## config.mk

```make
export PLATFORM = sky130hd
export DESIGN_NAME = weight_scan_rx
export DESIGN_NICKNAME = d
export VERILOG_FILES = /design/src/rtl/weight_scan_rx_pkg.sv /design/src/rtl/weight_scan_rx_fifo.sv /design/src/rtl/weight_scan_rx.sv
export SDC_FILE = /design/constraint.sdc
export NUM_CORES = 1
export LEC_CHECK = 0
export BUFFER_PORTS_ARGS = -buffer_cell sky130_fd_sc_hd__buf_2
export CORE_MARGIN = 2
export CORE_UTILIZATION = 23
export DETAILED_ROUTE_END_ITERATION = 10
export PLACE_DENSITY = 0.46
export SLEW_MARGIN = 20
export SYNTH_ARGS = -nofsm -noshare
export SYNTH_HDL_FRONTEND = slang
export SYNTH_SLANG_ARGS = --single-unit
export TNS_END_PERCENT = 10
```

## constraint.sdc

```tcl
create_clock -name clk -period 3.3 [get_ports clk]
set_clock_uncertainty 0.1 [all_clocks]
set_input_delay 0.165 -clock clk [delete_from_list [all_inputs] [get_ports clk]]
set_output_delay 0.165 -clock clk [all_outputs]
set_load 0.02 [all_outputs]
```

## src/rtl/weight_scan_rx_pkg.sv

```systemverilog
// Shared types and defaults for the FIR weight scan-out receiver (package weight_scan_pkg).
package weight_scan_pkg;

  localparam int unsigned WEIGHT_W      = 26;
  localparam int unsigned DEFAULT_WORDS = 256;

  typedef enum logic [1:0] {
    IDLE       = 2'd0,
    RUN        = 2'd1,
    DRAIN_DONE = 2'd2
  } state_t;

  typedef logic [WEIGHT_W-1:0] weight_t;

endpackage

```

## src/rtl/weight_scan_rx_fifo.sv

```systemverilog
// Synchronous FIFO buffering received {word, index} pairs toward the readback consumer.
module scan_rx_fifo #(
  parameter int unsigned DEPTH = 4,
  parameter int unsigned DW    = 34
) (
  input  logic                       clk,
  input  logic                       rst_n,
  input  logic                       push_i,
  input  logic [DW-1:0]              push_data_i,
  input  logic                       pop_i,
  output logic [DW-1:0]              pop_data_o,
  output logic                       full_o,
  output logic                       empty_o,
  output logic [$clog2(DEPTH):0]     count_o
);

  localparam int unsigned AW = $clog2(DEPTH);
  localparam int unsigned CW = AW + 1;

  logic [DW-1:0] mem_q [DEPTH];
  logic [AW-1:0] wr_q, rd_q;
  logic [CW-1:0] cnt_q;
  logic          do_push, do_pop;

  assign full_o     = (cnt_q == CW'(DEPTH));
  assign empty_o    = (cnt_q == '0);
  assign count_o    = cnt_q;
  assign pop_data_o = mem_q[rd_q];

  // A push into a full FIFO is honoured only when a pop frees the slot in the same cycle.
  assign do_pop  = pop_i && !empty_o;
  assign do_push = push_i && (!full_o || do_pop);

  always_ff @(posedge clk) begin
    if (!rst_n) begin
      wr_q  <= '0;
      rd_q  <= '0;
      cnt_q <= '0;
      mem_q <= '{default: '0};
    end else begin
      if (do_push) begin
        mem_q[wr_q] <= push_data_i;
        wr_q        <= wr_q + 1'b1;
      end
      if (do_pop) begin
        rd_q <= rd_q + 1'b1;
      end
      cnt_q <= cnt_q + CW'(do_push) - CW'(do_pop);
    end
  end

endmodule

```

## src/rtl/weight_scan_rx.sv

```systemverilog
// FIR weight scan receiver: drives scan_en, deserializes LSB-first words, streams {word, idx} out.
// Optional `SCAN_RX_CHECKSUM_EN adds a 32-bit running sum of sign-extended words on port chk.
module weight_scan_rx
  import weight_scan_pkg::*;
#(
  parameter int unsigned WORDS = DEFAULT_WORDS,
  parameter int unsigned W     = WEIGHT_W,
  parameter int unsigned LAT   = 1,
  parameter int unsigned DEPTH = 4
) (
  input  logic                       clk,
  input  logic                       rst_n,
  input  logic                       start,
  output logic                       busy,
  output logic                       done,
  output logic                       scan_en,
  input  logic                       scan_in,
  output logic [W-1:0]               wd_data,
  output logic [$clog2(WORDS)-1:0]   wd_idx,
  output logic                       wd_valid,
  input  logic                       wd_ready
`ifdef SCAN_RX_CHECKSUM_EN
  ,output logic [31:0]               chk
`endif
);

  localparam int unsigned IW = $clog2(WORDS);
  localparam int unsigned BW = $clog2(W);
  localparam int unsigned CW = $clog2(DEPTH) + 1;

  state_t         state_q, state_d;
  logic [IW:0]    iss_word_q, iss_word_d;
  logic [BW-1:0]  iss_bit_q, iss_bit_d;
  logic [BW-1:0]  rx_bit_q, rx_bit_d;
  logic [IW-1:0]  rx_idx_q, rx_idx_d;
  logic [CW-1:0]  inflight_q, inflight_d;
  logic [LAT-1:0] en_d_q, en_d_d;
  logic [W-1:0]   shreg_q, shreg_d;

  logic [W-1:0]   rx_word;
  logic [CW-1:0]  fifo_cnt;
  logic           accept, rx_en, push, last_push, room, word_start;
  logic           fifo_full, fifo_empty, pop;

  assign accept     = start && (state_q == IDLE);
  assign rx_en      = en_d_q[LAT-1];
  assign rx_word    = {scan_in, shreg_q[W-1:1]};
  assign push       = rx_en && (rx_bit_q == BW'(W - 1));
  assign last_push  = push && (rx_idx_q == IW'(WORDS - 1));
  // A new word may start only if every word already in flight plus this one will find a free slot.
  assign room       = (32'(fifo_cnt) + 32'(inflight_q)) < DEPTH;
  assign scan_en    = (state_q == RUN) && (iss_word_q < (IW + 1)'(WORDS)) &&
                      ((iss_bit_q != '0) || room);
  assign word_start = scan_en && (iss_bit_q == '0);
  assign busy       = (state_q != IDLE);
  assign done       = (state_q == DRAIN_DONE);
  assign wd_valid   = !fifo_empty;
  assign pop        = wd_valid && wd_ready;

  generate
    if (LAT == 1) begin : g_lat1
      assign en_d_d = scan_en;
    end else begin : g_latn
      assign en_d_d = {en_d_q[LAT-2:0], scan_en};
    end
  endgenerate

  always_comb begin
    state_d    = state_q;
    iss_word_d = iss_word_q;
    iss_bit_d  = iss_bit_q;
    rx_bit_d   = rx_bit_q;
    rx_idx_d   = rx_idx_q;
    shreg_d    = shreg_q;
    inflight_d = inflight_q + CW'(word_start) - CW'(push);

    if (scan_en) begin
      if (iss_bit_q == BW'(W - 1)) begin
        iss_bit_d  = '0;
        iss_word_d = iss_word_q + 1'b1;
      end else begin
        iss_bit_d = iss_bit_q + 1'b1;
      end
    end

    if (rx_en) begin
      shreg_d = rx_word;
      if (push) begin
        rx_bit_d = '0;
        rx_idx_d = rx_idx_q + 1'b1;
      end else begin
        rx_bit_d = rx_bit_q + 1'b1;
      end
    end

    case (state_q)
      IDLE: begin
        if (start) begin
          state_d    = RUN;
          iss_word_d = '0;
          iss_bit_d  = '0;
          rx_bit_d   = '0;
          rx_idx_d   = '0;
          inflight_d = '0;
        end
      end
      RUN:        if (last_push) state_d = DRAIN_DONE;
      DRAIN_DONE: state_d = IDLE;
      default:    state_d = IDLE;
    endcase
  end

  always_ff @(posedge clk) begin
    if (!rst_n) begin
      state_q    <= IDLE;
      iss_word_q <= '0;
      iss_bit_q  <= '0;
      rx_bit_q   <= '0;
      rx_idx_q   <= '0;
      inflight_q <= '0;
      en_d_q     <= '0;
      shreg_q    <= '0;
    end else begin
      state_q    <= state_d;
      iss_word_q <= iss_word_d;
      iss_bit_q  <= iss_bit_d;
      rx_bit_q   <= rx_bit_d;
      rx_idx_q   <= rx_idx_d;
      inflight_q <= inflight_d;
      en_d_q     <= en_d_d;
      shreg_q    <= shreg_d;
    end
  end

  scan_rx_fifo #(
    .DEPTH (DEPTH),
    .DW    (W + IW)
  ) u_fifo (
    .clk         (clk),
    .rst_n       (rst_n),
    .push_i      (push),
    .push_data_i ({rx_word, rx_idx_q}),
    .pop_i       (pop),
    .pop_data_o  ({wd_data, wd_idx}),
    .full_o      (fifo_full),
    .empty_o     (fifo_empty),
    .count_o     (fifo_cnt)
  );

  a_no_overflow: assert property (@(posedge clk) disable iff (!rst_n) push |-> !fifo_full);

`ifdef SCAN_RX_CHECKSUM_EN
  logic [31:0] chk_q;

  always_ff @(posedge clk) begin
    if (!rst_n) begin
      chk_q <= '0;
    end else if (accept) begin
      chk_q <= '0;
    end else if (push) begin
      chk_q <= chk_q + {{(32 - W){rx_word[W-1]}}, rx_word};
    end
  end

  assign chk = chk_q;
`endif

endmodule

```

==> results.sh, run 1 <==
export IMPL_outcome="completed"
export IMPL_synth_edf_count=0
export IMPL_regArea_um2=4028
export IMPL_grt_total_usage_pct=9.641
export IMPL_dr_first_iter_drc_count=299
export IMPL_fmax_ghz=0.3426
export IMPL_drv_cap=0
export IMPL_crit_arrival_ns=3.19
export IMPL_synth_seq_cells=201
export IMPL_period_needed_ns=2.918
export IMPL_drive_above_1_share_pct=16.61
export IMPL_power_w=0.005847
export IMPL_ys_types=51
export IMPL_synth_top_flop_cell="dfxtp_1"
export IMPL_antennaDiodeCount=0
export IMPL_reg2reg_depth=14
export IMPL_antenna_found_initial=0
export IMPL_multiInputGateArea_um2=3861
export IMPL_grt_pass1_wl_um=30170
export IMPL_hold_path_class="input pin to flop"
export IMPL_worstSetupEndpointType="flop"
export IMPL_fillCellCount=3796
export IMPL_start_util_pct=23.26
export IMPL_cp_start_kind="flop"
export IMPL_path_clk_slew_ns=0.05
export IMPL_grt_ovfl_total=0
export IMPL_finalNetCount=879
export IMPL_grt_pass1_vias=5744
export IMPL_place_gp_congestion=0.6893
export IMPL_yosysSeqAreaShare_pct=48.75
export IMPL_syn_mean_instance_area_um2=9.873
export IMPL_whs_endpoint="u_fifo.rd_q[0]$_SDFFE_PN0P_"
export IMPL_rows=69
export IMPL_drv_slew=0
export IMPL_die_h_um=193.4
export IMPL_power_density_nw_per_um2=599.0
export IMPL_numCtsBuffers=25
export IMPL_hold_violations=0
export IMPL_finalSetupViolCount=0
export IMPL_area_delta_synth_final_pct=18.27
export IMPL_syn_nets=860
export IMPL_wl_per_cell_um=13.68
export IMPL_portBuffers=42
export IMPL_ir_drop_v=0.0003108
export IMPL_die_area_um2=37420
export IMPL_cts_sinks=201
export IMPL_tns_ns=0
export IMPL_crit_required_ns=3.57
export IMPL_final_antenna_net_count=0
export IMPL_worstMarginPinSlew_ns=0.9060
export IMPL_clk_path_buf_depth=3
export IMPL_p_leak_nw=3.378
export IMPL_ios=43
export IMPL_r2r_start="iss_bit_q[0]$_SDFF_PN0_"
export IMPL_vias=5811
export IMPL_drc=0
export IMPL_postSynthCellCount=836
export IMPL_hold_start="wd_ready"
export IMPL_async_flop_share_pct=0
export IMPL_min_path_cells=4
export IMPL_dpl_hpwl_um=11090
export IMPL_r2r_end="inflight_q[2]$_SDFF_PN0_"
export IMPL_yosysWarnings=0
export IMPL_wl_um=18250
export IMPL_crit_type="flop to flop"
export IMPL_cts_root_buf="clkbuf_16"
export IMPL_postCtsSetupBuffers=0
export IMPL_clock_latency_ns=0.51
export IMPL_path_max_fanout=5
export IMPL_core_um2=35480
export IMPL_timing_final_crit_share_pct=88.44
export IMPL_dr_pass1_iters=4
export IMPL_rrSetupSlack_ns=0.38
export IMPL_synth_area_um2=8254
export IMPL_grt_max_degree=187
export IMPL_cts_tree="yes"
export IMPL_h_tree_depth=1
export IMPL_viasPerCell=4.356
export IMPL_die_x_um=193.4
export IMPL_rsz0062_at_grt="false"
export IMPL_slew_headroom_pct=39.60
==> layer usage <==
layer	GRT usage, %	vias up	routed length [µm]
met3	1.447	31	427
met4	3.138	0	483
li1	-	3017	-
met1	13.19	2703	9071
met5	0	-	0
met2	15.57	60	8270
==> sequential cells by signal, summed over array words and instances (netlist names) <==
register        count
iss_word_q          9
shreg_q            25
inflight_q          3
u_fifo.rd_q         2
rx_idx_q            8
iss_bit_q           5
rx_bit_q            5
u_fifo.count_o      3
u_fifo.wr_q         2
en_d_q              1
state_q             2
u_fifo.mem_q      136
==> area by class of cell <==
| class | instances | area share [%] |
|---|---|---|
| clock buffers | 36 | 7.447 |
| inverters | 16 | 0.6152 |
| well taps | 461 | 5.909 |
| flip-flops and latches | 201 | 41.26 |
| clock inverters | 9 | 1.051 |
| multi-input cells | 552 | 39.55 |
| repair buffers | 59 | 4.166 |
==> critical path, cell delays in order (launching register included) <==
cell and delay [ns]:
dfxtp_1 0.35, inv_1 0.09, ha_1 0.14, nor4b_1 0.31, a21boi_0 0.35, nor2_1 0.16, nand2_1 0.10, ha_1 0.22
inv_1 0.05, ha_1 0.12, inv_1 0.04, fa_1 0.37, xor2_1 0.18, xnor2_1 0.14, nor2_1 0.05
==> how the worst max path moves through the flow <==
stage | from | end | slack [ns] | cells after the start
2_1_floorplan | iss_bit_q[0]$_SDFF_PN0_ | inflight_q[2]$_SDFF_PN0_ | 0.48 | 14
6_report | iss_bit_q[0]$_SDFF_PN0_ | inflight_q[2]$_SDFF_PN0_ | 0.38 | 14
3_3_place_gp | iss_bit_q[0]$_SDFF_PN0_ | inflight_q[2]$_SDFF_PN0_ | 0.41 | 14
4_1_cts | iss_bit_q[0]$_SDFF_PN0_ | inflight_q[2]$_SDFF_PN0_ | 0.32 | 14
3_5_place_dp | iss_bit_q[0]$_SDFF_PN0_ | inflight_q[2]$_SDFF_PN0_ | 0.34 | 14
5_1_grt | iss_bit_q[1]$_SDFF_PN0_ | inflight_q[2]$_SDFF_PN0_ | 0.07 | 14
==> cell usage after synthesis (5+ instances only) <==
library cell	instances	area, µm²
buf_4	13	97.59
inv_1	16	60.06
nor2_1	24	90.09
xor2_1	11	96.34
mux2i_1	26	260.3
nor3_1	6	30.03
o21ai_1	20	100.1
mux4_2	34	765.7
nor2b_1	29	181.4
clkbuf_1	36	135.1
and2_1	8	50.05
nand2_1	49	183.9
nand3_1	144	720.7
nand4_1	7	43.79
o21ai_0	119	595.6
xnor2_1	12	105.1
ha_1	17	212.7
buf_2	15	75.07
dfxtp_1	201	4024
a21oi_1	5	25.02
==> cells by family (layout without fill, tap and decap cells) <==
group                    count (synthesis)  count (layout)  share of synthesized area, %
buffers and inverters                   83             120                         4.684
AND/OR/NAND/NOR                        296             296                         18.87
adder cells (fa/ha/maj)                 19              19                         3.062
multiplexers                            61              61                         12.57
XOR/XNOR                                23              23                         2.440
flip-flops                             201             201                         48.75
AO/OA/AOI/OAI                          153             153                         9.626
==> cells in the final DEF, fill, tap and decap left out, types with 3 or more instances in the layout <==
cell / n
inv_1: 16
o21ai_1: 20
nor2_1: 24
or4_1: 3
and2_1: 8
buf_2: 41
dfxtp_2: 3
o21ai_0: 119
nand2_1: 49
nor2b_1: 29
buf_4: 8
nand4_1: 7
a21oi_1: 5
ha_1: 17
mux2i_1: 26
nor3_1: 6
clkinv_2: 5
clkbuf_16: 25
clkbuf_8: 6
mux4_2: 34
nor4_1: 4
xnor2_1: 12
buf_12: 4
dfxtp_1: 198
clkbuf_1: 5
nand3_1: 144
xor2_1: 11
dlygate4sd3_1: 5
==> power by group <==
| part | switching (W) | total (W) | internal [W] |
|---|---|---|---|
| sequential | 0.0000986 | 0.00256 | 0.00246 |
| combinational | 0.000303 | 0.000587 | 0.000284 |
| clock | 0.00102 | 0.00270 | 0.00168 |
| total | 0.00142 | 0.00585 | 0.00443 |
==> metrics by stage <==
stage	std cells	hold slack [ns]	util, %	instance area (µm²)	setup slack, ns
3_3_place_gp	1284	0.3437	25.03	8882	0.4116
3_5_place_dp	1284	0.3519	25.03	8882	0.3449
6_report	1334	0.09728	27.51	9762	0.3816
5_1_grt	1334	0.1437	27.51	9762	0.07301
2_1_floorplan	836	0.2347	-	8254	0.4773
4_1_cts	1334	0.09178	27.51	9762	0.3240
==> repair_timing <==
action | CTS | global route
hold buffers | 5 | 0
endpoints found under the hold margin | 27 | 0
gates resized for setup | 0 | 0
(Power assumes the default switching activity.)
==> run 2: changes to the inputs <==
--- a/config.mk
+++ b/config.mk
@@ -7,9 +7,9 @@
 export LEC_CHECK = 0
 export BUFFER_PORTS_ARGS = -buffer_cell sky130_fd_sc_hd__buf_2
 export CORE_MARGIN = 2
-export CORE_UTILIZATION = 23
+export CORE_UTILIZATION = 30
 export DETAILED_ROUTE_END_ITERATION = 10
-export PLACE_DENSITY = 0.46
+export PLACE_DENSITY = 0.54
 export SLEW_MARGIN = 20
 export SYNTH_ARGS = -nofsm -noshare
 export SYNTH_HDL_FRONTEND = slang
==> run 2 against run 1 <==
Against the previous run: critical path depth stayed put; cell area is 2.3% lower; utilization is 7.9 points higher; highest routed layer unchanged; critical path type unchanged; via count is 0.59% higher.
==> results.sh, run 2 (synthesized netlist as in run 1, its figures left out) <==
export IMPL_crit_type="flop to flop"
export IMPL_wl_um=17660
export IMPL_power_w=0.005698
export IMPL_drv_slew=0
export IMPL_dr_pass1_iters=4
export IMPL_cts_root_buf="clkbuf_16"
export IMPL_cp_start_kind="flop"
export IMPL_finalSetupViolCount=0
export IMPL_fillCellCount=2698
export IMPL_power_density_nw_per_um2=597.5
export IMPL_core_um2=26950
export IMPL_timing_final_crit_share_pct=89.10
export IMPL_largest_reg_flops=136
export IMPL_numCtsBuffers=23
export IMPL_crit_required_ns=3.60
export IMPL_period_needed_ns=2.940
export IMPL_finalNetCount=873
export IMPL_dr_wl_met3_um=623
export IMPL_m1WireLength_um=8539
export IMPL_fmax_ghz=0.3401
export IMPL_drv_cap=0
export IMPL_clk_path_buf_depth=3
export IMPL_grt_pass1_vias=5833
export IMPL_cts_sinks=201
export IMPL_grt_max_degree=150
export IMPL_area_delta_synth_final_pct=15.52
export IMPL_slew_headroom_pct=53.67
export IMPL_p_sw_w=0.001386
export IMPL_drc=0
export IMPL_ios=43
export IMPL_die_x_um=169.9
export IMPL_die_area_um2=28860
export IMPL_place_area_um2=8721
export IMPL_reg2reg_depth=14
export IMPL_seqPwrFrac_pct=44.7
export IMPL_final_cell_area_um2=9535
export IMPL_worstSetupEndpointType="flop"
export IMPL_tns_ns=0
export IMPL_grt_total_usage_pct=12.58
export IMPL_top_register="u_fifo.mem_q"
export IMPL_final_antenna_net_count=0
export IMPL_dpl_hpwl_um=10540
export IMPL_cts_tree="yes"
export IMPL_p_sw_share_pct=24.32
export IMPL_antenna_found_initial=0
export IMPL_start_util_pct=30.63
export IMPL_rows=60
export IMPL_wl_per_cell_um=14.66
export IMPL_drive_above_1_share_pct=15.99
export IMPL_h_tree_depth=1
export IMPL_rsz0062_at_grt="false"
export IMPL_grt_ovfl_total=0
export IMPL_postCtsSetupBuffers=0
export IMPL_outcome="completed"
export IMPL_dr_first_iter_drc_count=330
export IMPL_crit_arrival_ns=3.24
export IMPL_hold_violations=0
export IMPL_clock_latency_ns=0.52
export IMPL_die_h_um=169.9
export IMPL_antennaDiodeCount=0
export IMPL_largest_registers="u_fifo.mem_q (136), shreg_q (25), iss_word_q (9)"
export IMPL_dr_wl_met2_um=8142
export IMPL_hold_buffers=2
export IMPL_ctsResizeCount=0
export IMPL_internal_power_w=0.004312
export IMPL_portBuffers=42
export IMPL_worstMarginPinSlew_ns=0.6932
export IMPL_hold_path_class="input pin to flop"
export IMPL_layout_common_cells="dfxtp_1, nand3_1, o21ai_0"
export IMPL_layout_commonest_cell="dfxtp_1"
export IMPL_path_clk_slew_ns=0.06
export IMPL_p_leak_nw=3.342
export IMPL_power_frac_comb_pct=10.2
export IMPL_dr_max_layer_used="met4"
export IMPL_ir_drop_v=0.0002646
export IMPL_grt_pass1_wl_um=29680
export IMPL_min_path_cells=2
export IMPL_place_gp_congestion=0.7300
export IMPL_viasPerCell=4.855
export IMPL_pwr_share_clk_pct=45.1
export IMPL_vias=5845
export IMPL_path_max_fanout=5
## run 2: area by class of cell
| class | count | area, µm² | area share (%) |
|---|---|---|---|
| multi-input cells | 552 | 3852 | 40.40 |
| repair buffers | 55 | 401.6 | 4.212 |
| well taps | 341 | 426.7 | 4.474 |
| inverters | 16 | 60.06 | 0.6298 |
| flip-flops and latches | 201 | 4028 | 42.24 |
| clock buffers | 34 | 676.9 | 7.099 |
| clock inverters | 5 | 90.09 | 0.9448 |
## run 2: path summary, 6_finish.rpt
check	start	to	slack (ns)
hold reg to reg	u_fifo.mem_q[93]$_SDFFE_PN0P_	u_fifo.mem_q[93]$_SDFFE_PN0P_	0.36
setup / recovery	iss_bit_q[0]$_SDFF_PN0_	inflight_q[2]$_SDFF_PN0_	0.36
setup reg to reg	iss_bit_q[0]$_SDFF_PN0_	inflight_q[2]$_SDFF_PN0_	0.36
hold / removal	rst_n	shreg_q[24]$_SDFFE_PN0P_	0.02
## run 2: per-stage QoR
step           cells  hold slack (ns)  utilization [%]  setup slack, ns
3_3_place_gp    1162           0.3460            32.36           0.5184
6_report        1204          0.02201            35.38           0.3597
4_1_cts         1203          0.01131            35.28           0.3464
2_1_floorplan    836           0.2347                -           0.4773
5_1_grt         1204          0.03395            35.38          0.08186
3_5_place_dp    1162           0.3524            32.36           0.3725
## run 2: power groups by stage
stage	Combinational (W)	Sequential, W	Clock [W]
6_report	0.000581	0.00255	0.00257
5_1_grt	0.000638	0.00256	0.00275
4_1_cts	0.000598	0.00255	0.00266
3_5_place_dp	0.000595	0.00260	0
3_3_place_gp	0.000593	0.00260	0
2_1_floorplan	0.000497	0.00254	0
## run 2: critical path, cell delays in order (launching register included)
cell and delay, ns:
dfxtp_1 0.35, inv_1 0.09, ha_1 0.14, nor4b_1 0.33
a21boi_0 0.35, nor2_1 0.15, nand2_1 0.10, ha_1 0.22
inv_1 0.05, ha_1 0.13, inv_1 0.05, fa_1 0.37
xor2_1 0.19, xnor2_1 0.16, nor2_1 0.07
## run 2: per-layer routing
metal,global-route usage (%),vias up
met5,0,-
met4,3.976,0
met3,2.093,21
met2,21.38,80
met1,16.37,2744
li1,-,3000
==> run 3: changes to the inputs <==
--- a/config.mk
+++ b/config.mk
@@ -9,9 +9,11 @@
 export CORE_MARGIN = 2
 export CORE_UTILIZATION = 30
 export DETAILED_ROUTE_END_ITERATION = 10
+export HOLD_SLACK_MARGIN = 0.06
 export PLACE_DENSITY = 0.54
 export SLEW_MARGIN = 20
 export SYNTH_ARGS = -nofsm -noshare
 export SYNTH_HDL_FRONTEND = slang
+export SYNTH_HIERARCHICAL = 1
 export SYNTH_SLANG_ARGS = --single-unit
 export TNS_END_PERCENT = 10
==> run 3 against run 2 <==
Against the previous run: worst hold slack gained 0.18 ns; register-to-register slack lost 0.08 ns; utilization shrank 0.45 points; sequential power shrank 4%; sequential share of layout area shrank 2.1 points; synthesized cell count shrank 1.6%; largest cell class is now multi-input combinational cells; largest power group unchanged; highest routed layer is now met5.
==> results.sh, run 3 <==
export IMPL_ios=43
export IMPL_syn_mean_instance_area_um2=10.60
export IMPL_die_area_um2=30470
export IMPL_layout_commonest_cell="dfxtp_1"
export IMPL_pre_cts_slack_ns=0.2729
export IMPL_die_h_um=174.6
export IMPL_start_util_pct=30.41
export IMPL_cts_root_buf="clkbuf_16"
export IMPL_top_register="u_fifo/mem_q"
export IMPL_syn_nets=846
export IMPL_path_max_fanout=7
export IMPL_place_area_um2=9258
export IMPL_cts_sinks=201
export IMPL_clk_path_buf_depth=3
export IMPL_crit_type="flop to flop"
export IMPL_portBuffers=42
export IMPL_drive_above_1_share_pct=16.42
export IMPL_grt_pass1_wl_um=30930
export IMPL_ir_drop_v=0.0003097
export IMPL_place_gp_congestion=0.7634
export IMPL_grt_pass1_vias=5728
export IMPL_synth_area_um2=8727
export IMPL_largest_registers="u_fifo/mem_q (136), shreg_q (25), iss_word_q (9)"
export IMPL_postCtsSetupBuffers=0
export IMPL_layout_common_cells="dfxtp_1, nand2_1, mux2i_1"
export IMPL_p_leak_nw=3.482
export IMPL_worstMarginPinSlew_ns=0.8038
export IMPL_hold_violations=0
export IMPL_grt_ovfl_total=0
export IMPL_drv_slew=0
export IMPL_timing_final_crit_share_pct=91.53
export IMPL_dpl_hpwl_um=11300
export IMPL_antennaDiodeCount=0
export IMPL_min_path_cells=5
export IMPL_cts_tree="yes"
export IMPL_area_delta_synth_final_pct=14.88
export IMPL_hold_path_class="input pin to flop"
export IMPL_largest_reg_flops=136
export IMPL_tns_ns=0
export IMPL_wl_um=18400
export IMPL_fmax_ghz=0.3311
export IMPL_drc=0
export IMPL_viasPerCell=4.605
export IMPL_path_clk_slew_ns=0.06
export IMPL_period_needed_ns=3.020
export IMPL_numCtsBuffers=23
export IMPL_die_x_um=174.6
export IMPL_yosysWarnings=6
export IMPL_drv_cap=0
export IMPL_reg2reg_depth=13
export IMPL_h_tree_depth=1
export IMPL_grt_total_usage_pct=12.36
export IMPL_rsz0062_at_grt="false"
export IMPL_final_antenna_net_count=0
export IMPL_crit_arrival_ns=3.31
export IMPL_setup_ws_ns=0.2796
export IMPL_postSynthCellCount=823
export IMPL_crit_required_ns=3.59
export IMPL_wl_per_cell_um=14.66
export IMPL_cp_start_kind="flop"
export IMPL_final_cell_area_um2=10030
export IMPL_dr_first_iter_drc_count=274
export IMPL_grt_max_degree=73
export IMPL_dr_pass1_iters=4
export IMPL_rows=62
export IMPL_clock_latency_ns=0.50
export IMPL_antenna_found_initial=1
export IMPL_slew_headroom_pct=46.18
export IMPL_power_density_nw_per_um2=501.4
export IMPL_rrSetupSlack_ns=0.28
export IMPL_postLayoutCoreUtil_pct=34.93
export IMPL_core_um2=28700
export IMPL_finalSetupViolCount=0
export IMPL_finalNetCount=878
export IMPL_holdWs_ns=0.2038
export IMPL_outcome="completed"
export IMPL_vias=5779
export IMPL_worstSetupEndpointType="flop"
-- run 3: cell type report --
cell class | count | area, µm²
fill | 2921 | 18680
sequential | 201 | 4028
clock buffer | 35 | 680.7
inverter | 12 | 45.04
timing repair buffer | 61 | 400.4
tap | 384 | 480.5
multi-input combinational | 556 | 4334
clock inverter | 6 | 57.56
-- run 3: power breakdown --
part,switching [W],internal (W),total (W)
Combinational,0.0000829,0.0000311,0.000114
Sequential,0.00000571,0.00243,0.00244
Clock,0.000980,0.00149,0.00247
-- run 3: path summary, 6_finish.rpt --
path / start / endpoint
max: u_fifo/count_o[1]$_SDFF_PN0_ / inflight_q[2]$_SDFF_PN0_
min: wd_ready / u_fifo/rd_q[1]$_SDFFE_PN0N_
max reg2reg: u_fifo/count_o[1]$_SDFF_PN0_ / inflight_q[2]$_SDFF_PN0_
min reg2reg: u_fifo/mem_q[28]$_SDFFE_PN0P_ / u_fifo/mem_q[28]$_SDFFE_PN0P_
-- run 3: timing repair --
item	4_1_cts	5_1_grt
endpoints found under the hold margin	7	0
hold buffers	3	0
gates resized for setup	0	0
endpoints found under the setup margin	0	0
-- run 3: worst max-delay path: stages (launching register included) --
cell,delay [ns]
dfxtp_1,0.48
ha_1,0.29
and3_1,0.16
o41a_2,0.42
nor2_4,0.15
nand2_1,0.07
ha_1,0.29
inv_1,0.06
ha_1,0.13
inv_1,0.04
fa_1,0.36
xor2_1,0.18
xnor2_1,0.13
nor2_1,0.05
-- run 3: per-layer routing --
layer	track usage, %	wire (µm)
met5	0	13
met4	3.333	408
met3	2.078	533
met2	19.56	8066
met1	17.45	9380
-- run 3: metrics by stage --
step	std cells	power, W
after floorplan	823	0.002576
after global placement	1211	0.002606
after detailed placement	1211	0.002605
after CTS	1255	0.005107
after global routing	1255	0.005221
final	1255	0.005027
